**config.mk**
```make
export PLATFORM = sky130hd
export DESIGN_NAME = gate_delay_meter
export DESIGN_NICKNAME = d
export VERILOG_FILES = /design/src/rtl/gate_delay_meter.sv
export SDC_FILE = /design/constraint.sdc
export NUM_CORES = 1
export LEC_CHECK = 0
export ABC_AREA = 1
export CORE_ASPECT_RATIO = 0.8
export CORE_MARGIN = 1
export CORE_UTILIZATION = 51
export CTS_CLUSTER_SIZE = 24
export DETAILED_ROUTE_END_ITERATION = 10
export HOLD_SLACK_MARGIN = 0.15
export PLACE_DENSITY = 0.79
export REMOVE_ABC_BUFFERS = 1
export SLEW_MARGIN = 10
export SYNTH_ARGS = -nofsm -noshare
export SYNTH_HDL_FRONTEND = slang
export SYNTH_SLANG_ARGS = --single-unit
```
**constraint.sdc**
```tcl
create_clock -name clk -period 3.25 [get_ports clk]
set_input_delay 0.325 -clock clk [delete_from_list [all_inputs] [get_ports clk]]
set_output_delay 0.325 -clock clk [all_outputs]
set_load 0.01 [all_outputs]
```
**src/rtl/gate_delay_meter.sv**
```systemverilog
// Propagation-delay meter: counts clock edges from a stimulus change to each
// channel's response toggle, then reports per-channel delays, spread and slowest.
module gate_delay_meter #(
  parameter int CHANNELS = 2,
  parameter int STIM_W   = 2,
  parameter int CNT_W    = 8,
  parameter int IDX_W    = (CHANNELS > 1) ? $clog2(CHANNELS) : 1
) (
  input  logic                      clk,
  input  logic                      rst,
  input  logic                      en,
  input  logic [STIM_W-1:0]         stim,
  input  logic [CHANNELS-1:0]       resp,
  output logic                      busy,
  output logic                      meas_valid,
  output logic [CHANNELS*CNT_W-1:0] delay,
  output logic [CHANNELS-1:0]       timeout,
  output logic [CNT_W-1:0]          spread,
  output logic [IDX_W-1:0]          slowest,
  output logic                      overrun
);

  localparam logic [CNT_W-1:0] MAX = '1;

  typedef enum logic [1:0] {IDLE, MEASURE, REPORT} state_t;

  state_t                      r_state;
  state_t                      w_next;
  logic [STIM_W-1:0]           r_stim_q;
  logic [CHANNELS-1:0]         r_resp_q;
  logic [CNT_W-1:0]            r_cnt;
  logic [CHANNELS-1:0]         r_done;
  logic [CHANNELS*CNT_W-1:0]   r_delay;
  logic [CHANNELS-1:0]         r_timeout;
  logic [CNT_W-1:0]            r_spread;
  logic [IDX_W-1:0]            r_slowest;
  logic                        r_meas_valid;
  logic                        r_overrun;

  logic                        w_stim_evt;
  logic [CHANNELS-1:0]         w_resp_chg;
  logic [CHANNELS-1:0]         w_done_next;
  logic                        w_all_done;
  logic                        w_start;
  logic [CNT_W-1:0]            w_max;
  logic [CNT_W-1:0]            w_min;
  logic [CNT_W-1:0]            w_d;
  logic                        w_any;
  logic [IDX_W-1:0]            w_slow_idx;
  logic [CNT_W-1:0]            w_spread;
  logic [IDX_W-1:0]            w_slowest;

  assign w_stim_evt = (stim != r_stim_q);
  assign w_resp_chg = resp ^ r_resp_q;
  assign w_start    = (r_state == IDLE) && w_stim_evt && en;

  // Done bits as they will be after this edge; drives the REPORT transition.
  always_comb begin
    w_done_next = r_done;
    if (w_start) begin
      w_done_next = w_resp_chg;
    end else if (r_state == MEASURE && en) begin
      for (int i = 0; i < CHANNELS; i++) begin
        if (!r_done[i] && (w_resp_chg[i] || r_cnt == MAX)) w_done_next[i] = 1'b1;
      end
    end
    w_all_done = &w_done_next;
  end

  always_comb begin
    w_next = r_state;
    case (r_state)
      IDLE:    if (w_start) w_next = w_all_done ? REPORT : MEASURE;
      MEASURE: if (!en) w_next = IDLE;
               else if (w_all_done) w_next = REPORT;
      REPORT:  w_next = IDLE;
      default: w_next = IDLE;
    endcase
  end

  always_ff @(posedge clk or posedge rst) begin
    if (rst) r_state <= IDLE;
    else     r_state <= w_next;
  end

  // Timed-out channels are excluded; ties keep the lowest index as slowest.
  always_comb begin
    w_max      = '0;
    w_min      = '1;
    w_d        = '0;
    w_any      = 1'b0;
    w_slow_idx = '0;
    for (int i = 0; i < CHANNELS; i++) begin
      if (!r_timeout[i]) begin
        w_d = r_delay[i*CNT_W +: CNT_W];
        if (!w_any || w_d > w_max) begin
          w_max      = w_d;
          w_slow_idx = IDX_W'(i);
        end
        if (!w_any || w_d < w_min) w_min = w_d;
        w_any = 1'b1;
      end
    end
    w_spread  = w_any ? (w_max - w_min) : '0;
    w_slowest = w_any ? w_slow_idx : '0;
  end

  always_ff @(posedge clk or posedge rst) begin
    if (rst) begin
      r_stim_q     <= '0;
      r_resp_q     <= '0;
      r_cnt        <= '0;
      r_done       <= '0;
      r_delay      <= '0;
      r_timeout    <= '0;
      r_spread     <= '0;
      r_slowest    <= '0;
      r_meas_valid <= 1'b0;
      r_overrun    <= 1'b0;
    end else begin
      r_stim_q     <= stim;
      r_resp_q     <= resp;
      r_meas_valid <= 1'b0;
      r_done       <= (w_next == IDLE) ? '0 : w_done_next;
      if (w_stim_evt && r_state != IDLE) r_overrun <= 1'b1;
      case (r_state)
        IDLE: begin
          if (w_start) begin
            r_cnt     <= CNT_W'(1);
            r_timeout <= '0;
            for (int i = 0; i < CHANNELS; i++) begin
              if (w_resp_chg[i]) r_delay[i*CNT_W +: CNT_W] <= '0;
            end
          end
        end
        MEASURE: begin
          if (en) begin
            if (r_cnt != MAX) r_cnt <= r_cnt + 1'b1;
            for (int i = 0; i < CHANNELS; i++) begin
              if (!r_done[i]) begin
                if (w_resp_chg[i]) begin
                  r_delay[i*CNT_W +: CNT_W] <= r_cnt;
                end else if (r_cnt == MAX) begin
                  r_delay[i*CNT_W +: CNT_W] <= MAX;
                  r_timeout[i]              <= 1'b1;
                end
              end
            end
          end
        end
        REPORT: begin
          if (en) begin
            r_spread     <= w_spread;
            r_slowest    <= w_slowest;
            r_meas_valid <= 1'b1;
          end
        end
        default: ;
      endcase
    end
  end

  assign busy       = (r_state != IDLE);
  assign meas_valid = r_meas_valid;
  assign delay      = r_delay;
  assign timeout    = r_timeout;
  assign spread     = r_spread;
  assign slowest    = r_slowest;
  assign overrun    = r_overrun;

endmodule

```
# Yosys cells after proc, flatten, opt, wreduce, memory -nomap -nowiden
# Index checks and enable logic that the tools add are counted.
[totals]
reg_bits = 45
[op_classes]
magnitude_cmp = 2
reduce_logical = 23
n_bitwise = 1
n_addsub = 2
n_eq_ne = 17
muxes = 46
[op_table]
columns = ["operator", "n"]
rows = [
  ["two-way mux 8 bit", 17],
  ["two-way mux 16 bit", 2],
  ["case mux 16 bit (2 select lines)", 1],
  ["AND reduction 6 bit", 4],
  ["two-way mux 2 bit", 9],
  ["!= test 2 bit, second input constant", 8],
  ["case mux 8 bit (2 select lines)", 1],
  ["two-way mux 1 bit", 14],
  ["adder 8 x 1 -> 8 bit, second input constant", 1],
  ["equality test 8 bit, second input constant", 1],
  ["> comparator 8 bit", 1],
  ["less-than comparator 8 bit", 1],
  ["!= test 8 bit, second input constant", 1],
  ["case mux 2 bit (2 select lines)", 2],
  ["subtractor 8 bit", 1],
  ["logical AND 1 bit", 6],
  ["!= test 3 x 2 -> 1 bit, second input constant", 2],
  ["zero test 2 bit", 2],
  ["logical OR 1 bit", 4],
  ["!= test 2 x 1 -> 1 bit, second input constant", 2],
  ["AND reduction 2 bit", 2],
  ["AND reduction 4 bit", 1],
  ["nonzero test 2 bit", 2],
  ["equality test 2 x 1 -> 1 bit, second input constant", 1],
  ["4 further kinds", 5],
]

# Logic depth before layout (Yosys ltp)
[logic_depth]
ltp_word = 12
ltp_mapped = 26
depth_no_buf = 26

# Least setup slack after synthesis
# No wires, ideal clock.
[synth_timing]
path_type = "register to register"
startpoint = "register r_timeout[0], in the netlist timeout[0]"
endpoint = "register r_spread[6], in the netlist spread[6]"
setup_ns = 0.065
arrival_time_ns = 3.290
period_less_slack_ns = 3.355
required_time_ns = 3.185
slack_ns = -0.105
stages_incl_launch_ff = 23
cell_sequence = "dfrtp_1 -> clkbuf_1 -> nor2_1 -> ha_1 -> a21oi_1 -> nor2_1 -> a211oi_1 -> nand2_1 -> nand2_1 -> buf_2 -> o21ai_0 -> nand2_1 -> o21ai_0 -> ha_1 -> fa_1 -> inv_1 -> a31oi_1 -> nor2_1 -> o21ai_0 -> nand2_1 -> xor2_1 -> nand2_1 -> nand2_1"
[synth_between]
elab_chain_cells = 7
word_cells_on_any_way = 14
classes_between = "add/sub (1); order compare (2); mux (9); reduce/logical (2)"
[synth_lines]
columns = ["item", "line_no", "text"]
rows = [
  ["from (decl)", "34", "logic [CHANNELS-1:0] r_timeout;"],
  ["from (signal assigned)", "115", "r_timeout <= '0;"],
  ["from (signal assigned)", "130", "r_timeout <= '0;"],
  ["from (signal, indexed assignment)", "145", "r_timeout[i] <= 1'b1;"],
  ["two-way mux 8 bit", "94", "if (!r_timeout[i]) begin"],
  ["> comparator 8 bit / less-than comparator 8 bit (equally long branches)", "96, 100", ""],
  ["logical OR 1 bit (on tied branches)", "96, 100", ""],
  ["two-way mux 8 bit (on tied branches)", "96, 100", ""],
  ["two-way mux 8 bit", "94", ""],
  ["subtractor 8 bit", "104", "w_spread = w_any ? (w_max - w_min) : '0;"],
  ["two-way mux 8 bit *", "104", ""],
  ["to (signal assigned)", "153", "r_spread <= w_spread;"],
  ["to (decl)", "35", "logic [CNT_W-1:0] r_spread;"],
]
# Every way passes the cells marked *; elsewhere a longest branch is shown, timed or not.
# A chain may end at the register's enable or synchronous reset.

# Final worst setup path
[layout_timing]
startpoint = "register r_timeout[0], in the netlist timeout[0]"
endpoint = "register r_spread[7], in the netlist spread[7]"
# The elaborated chain is that of the path after synthesis.

==> flow_summary.ini <==
[status]
status = finished clean

[clock_tree]
cts.sinks = 45
cts_root_buffer = clkbuf_8
clockBufferDepth = 2
numCtsBuffers = 5
hold_buffers = 0
cts_tree = built
clock_latency_ns = 0.29
htree_levels = 2
clkSlewWorstSetupHoldPaths_ns = 0.08

[critical_path]
cp_slowest_cell = dfrtp_2
crit_buf_inv = 3
worstSetupPathType = flop to flop
critPathRequiredTime_ns = 3.44
crit_path_start_kind = flop
cpMostUsedCell = nand2_1
crit_arrival_ns = 3.43
endpoint_kind = flop
worstPathCellList = nor2_1 -> ha_1 -> nand2_1 -> nor2_1 -> a211oi_1 -> nand2_1 -> nand2_4 -> buf_6 -> nand2_1 -> o21ai_0 -> o21ai_0 -> ha_1 -> nand2_1 -> inv_1 -> a31oi_2 -> inv_1 -> nand3_1 -> nand2_1 -> nand2_1 -> nand2_1 -> nand2_1 -> nand2_1
path_max_fanout = 7
max_stage_delay_ns = 0.51
critPathTopFamily = simple AND/OR/NAND/NOR gates

[sta]
hold_viol = 0
period_needed_ns = 3.23
rsz0062_at_grt = yes
period_share = 0.995
relSlewSlack = 0.389
setup_slack_ns = 0.0157
slew_violations = 0
skew_ns = 0.00272
worst_slew_pin_slew_ns = 0.916
setup_viol = 0
fin_tns_setup_ns = 0
fmax_mhz = 309

[synthesis]
synth-seq-cells = 45
synth_seq_area_share = 0.362
synthCells = 405
syn-cell-area_mm2 = 0.00311
synth-main-ff-cell = dfrtp_1
synth-edff-count = 0
yosysUniqueCellTypes = 40
synthArstFlopShare = 1.00
syn_area_per_cell_um2 = 7.67
ys_warn_count = 0

[die]
die-area_mm2 = 0.00641
die_h_um = 71.8
core.rowCount = 25
core-area_mm2 = 0.00588
io_pins = 37
start_util = 0.528
die_x_um = 89.3

[worst_hold_path]
hold_class = flop to flop

[final_layout]
n_antenna_cell = 0
layout_common_cells = nand2_1 (90), inv_1 (46), dfrtp_1 (44)
final_common_cell = nand2_1
finalNetCount = 511
area_growth_pct = 30.7
stdcell_count = 560
drive_gt1_frac = 0.232

[placement]
gp_congestion = 0.929
place_ws_ns = -0.342
place_inst = 545
portBuffers = 36
dp_hpwl_mm = 5.98

[global_routing]
gr-usage-all-layers = 0.255
antenna_found_initial = 0
grt_start_max_net_pins = 46
grt.overflow.total = 0
grt_pass1_vias = 2829
grt_pass1_wl_mm = 12.6

[drt]
antenna_left = 0
drt_wl_total_mm = 7.94
wire_per_inst_um = 14.2
drtIter0Drc = 155
drc = 0
dr.pass1.iters = 5
vias = 3017
vias_per_cell = 5.39

[run]
maxCapViolCount = 0
==> final timing paths <==
kind / startpoint / endpoint / slack (ns) / depth (start not counted)
max in group asynchronous: rst / timeout[0] / 2.08 / 2
setup / recovery: timeout[0] / spread[7] / 0.02 / 22
setup reg to reg: timeout[0] / spread[7] / 0.02 / 22
hold reg to reg: overrun / overrun / 0.47 / 1
hold / removal: overrun / overrun / 0.47 / 1
min in group asynchronous: rst / slowest / 0.55 / 2
==> routing by layer <==
metal / vias to the layer above / GRT usage / routed length (um) / share of wire
met5: - / 0 / 0 / 0
met4: 0 / 0.0811 / 150 / 0.019
met3: 17 / 0.0415 / 254 / 0.032
met2: 74 / 0.441 / 4020 / 0.51
met1: 1432 / 0.325 / 3510 / 0.44
li1: 1494 / - / - / -
==> cell families (layout without fill, tap and decap cells) <==
kind of cell	Yosys count	after routing	share of synthesized area
fa+ha+maj	25	25	0.103
compound gates	103	103	0.196
simple gates	159	159	0.238
xor+xnor	4	4	0.0113
buf+inv	69	143	0.0890
flops	45	45	0.362
==> through the flow <==
| stage | instance area, um^2 | hold WS (ns) | util |
|---|---|---|---|
| detailed placement | 3760 | 0.443 | 0.639 |
| floorplan | 3060 | 0.356 | - |
| global placement | 3760 | 0.440 | 0.639 |
| CTS | 3870 | 0.474 | 0.658 |
| finish | 4060 | 0.467 | 0.691 |
| global route | 4060 | 0.495 | 0.691 |
==> synth_stat cells (8+ instances only) <==
cell      instances  share of area
nand3_1          13          0.021
o21ai_0          48          0.077
ha_1             24          0.097
dfrtp_1          45           0.36
inv_1            50          0.060
nand2_1          95           0.11
inv_2             8         0.0097
a21oi_1          19          0.031
o211ai_1         14          0.034
nor2_1           26          0.031
==> sequential cells by signal, summed over array words and instances (netlist names) <==
name,cells
r_cnt,8
slowest,1
timeout,2
delay,16
r_stim_q,2
r_done,2
meas_valid,1
r_state,2
r_resp_q,2
overrun,1
spread,8
==> worst reg2reg max path, delay by kind of cell, from the launching register on <==
kind                       cells  cell delay [ns]
buffers and inverters          3             0.27
DFF                            1             0.51
AOI/OAI and AO/OA              4             0.57
and+or+nand+nor               13             1.17
adders and majority gates      2             0.63
==> cell type report <==
class	count	area, um^2
Multi-Input combinational cell	291	1850
Fill cell	490	1820
Sequential cell	45	1130
Timing Repair Buffer	75	664
Inverter	60	228
Tap cell	81	101
Clock buffer	5	68.8
Clock inverter	2	16.3
Timing Repair inverter	1	7.51
==> timing repair <==
action | in CTS | in global routing
buffers inserted | 1 | 6
setup endpoints to repair | 5 | 4
gates resized for setup | 11 | 48
gates cloned | 0 | 1
pin swaps | 1 | 24
Power is not shown: default switching activity piles up to over one toggle a cycle in this logic, so the estimate is an artifact.
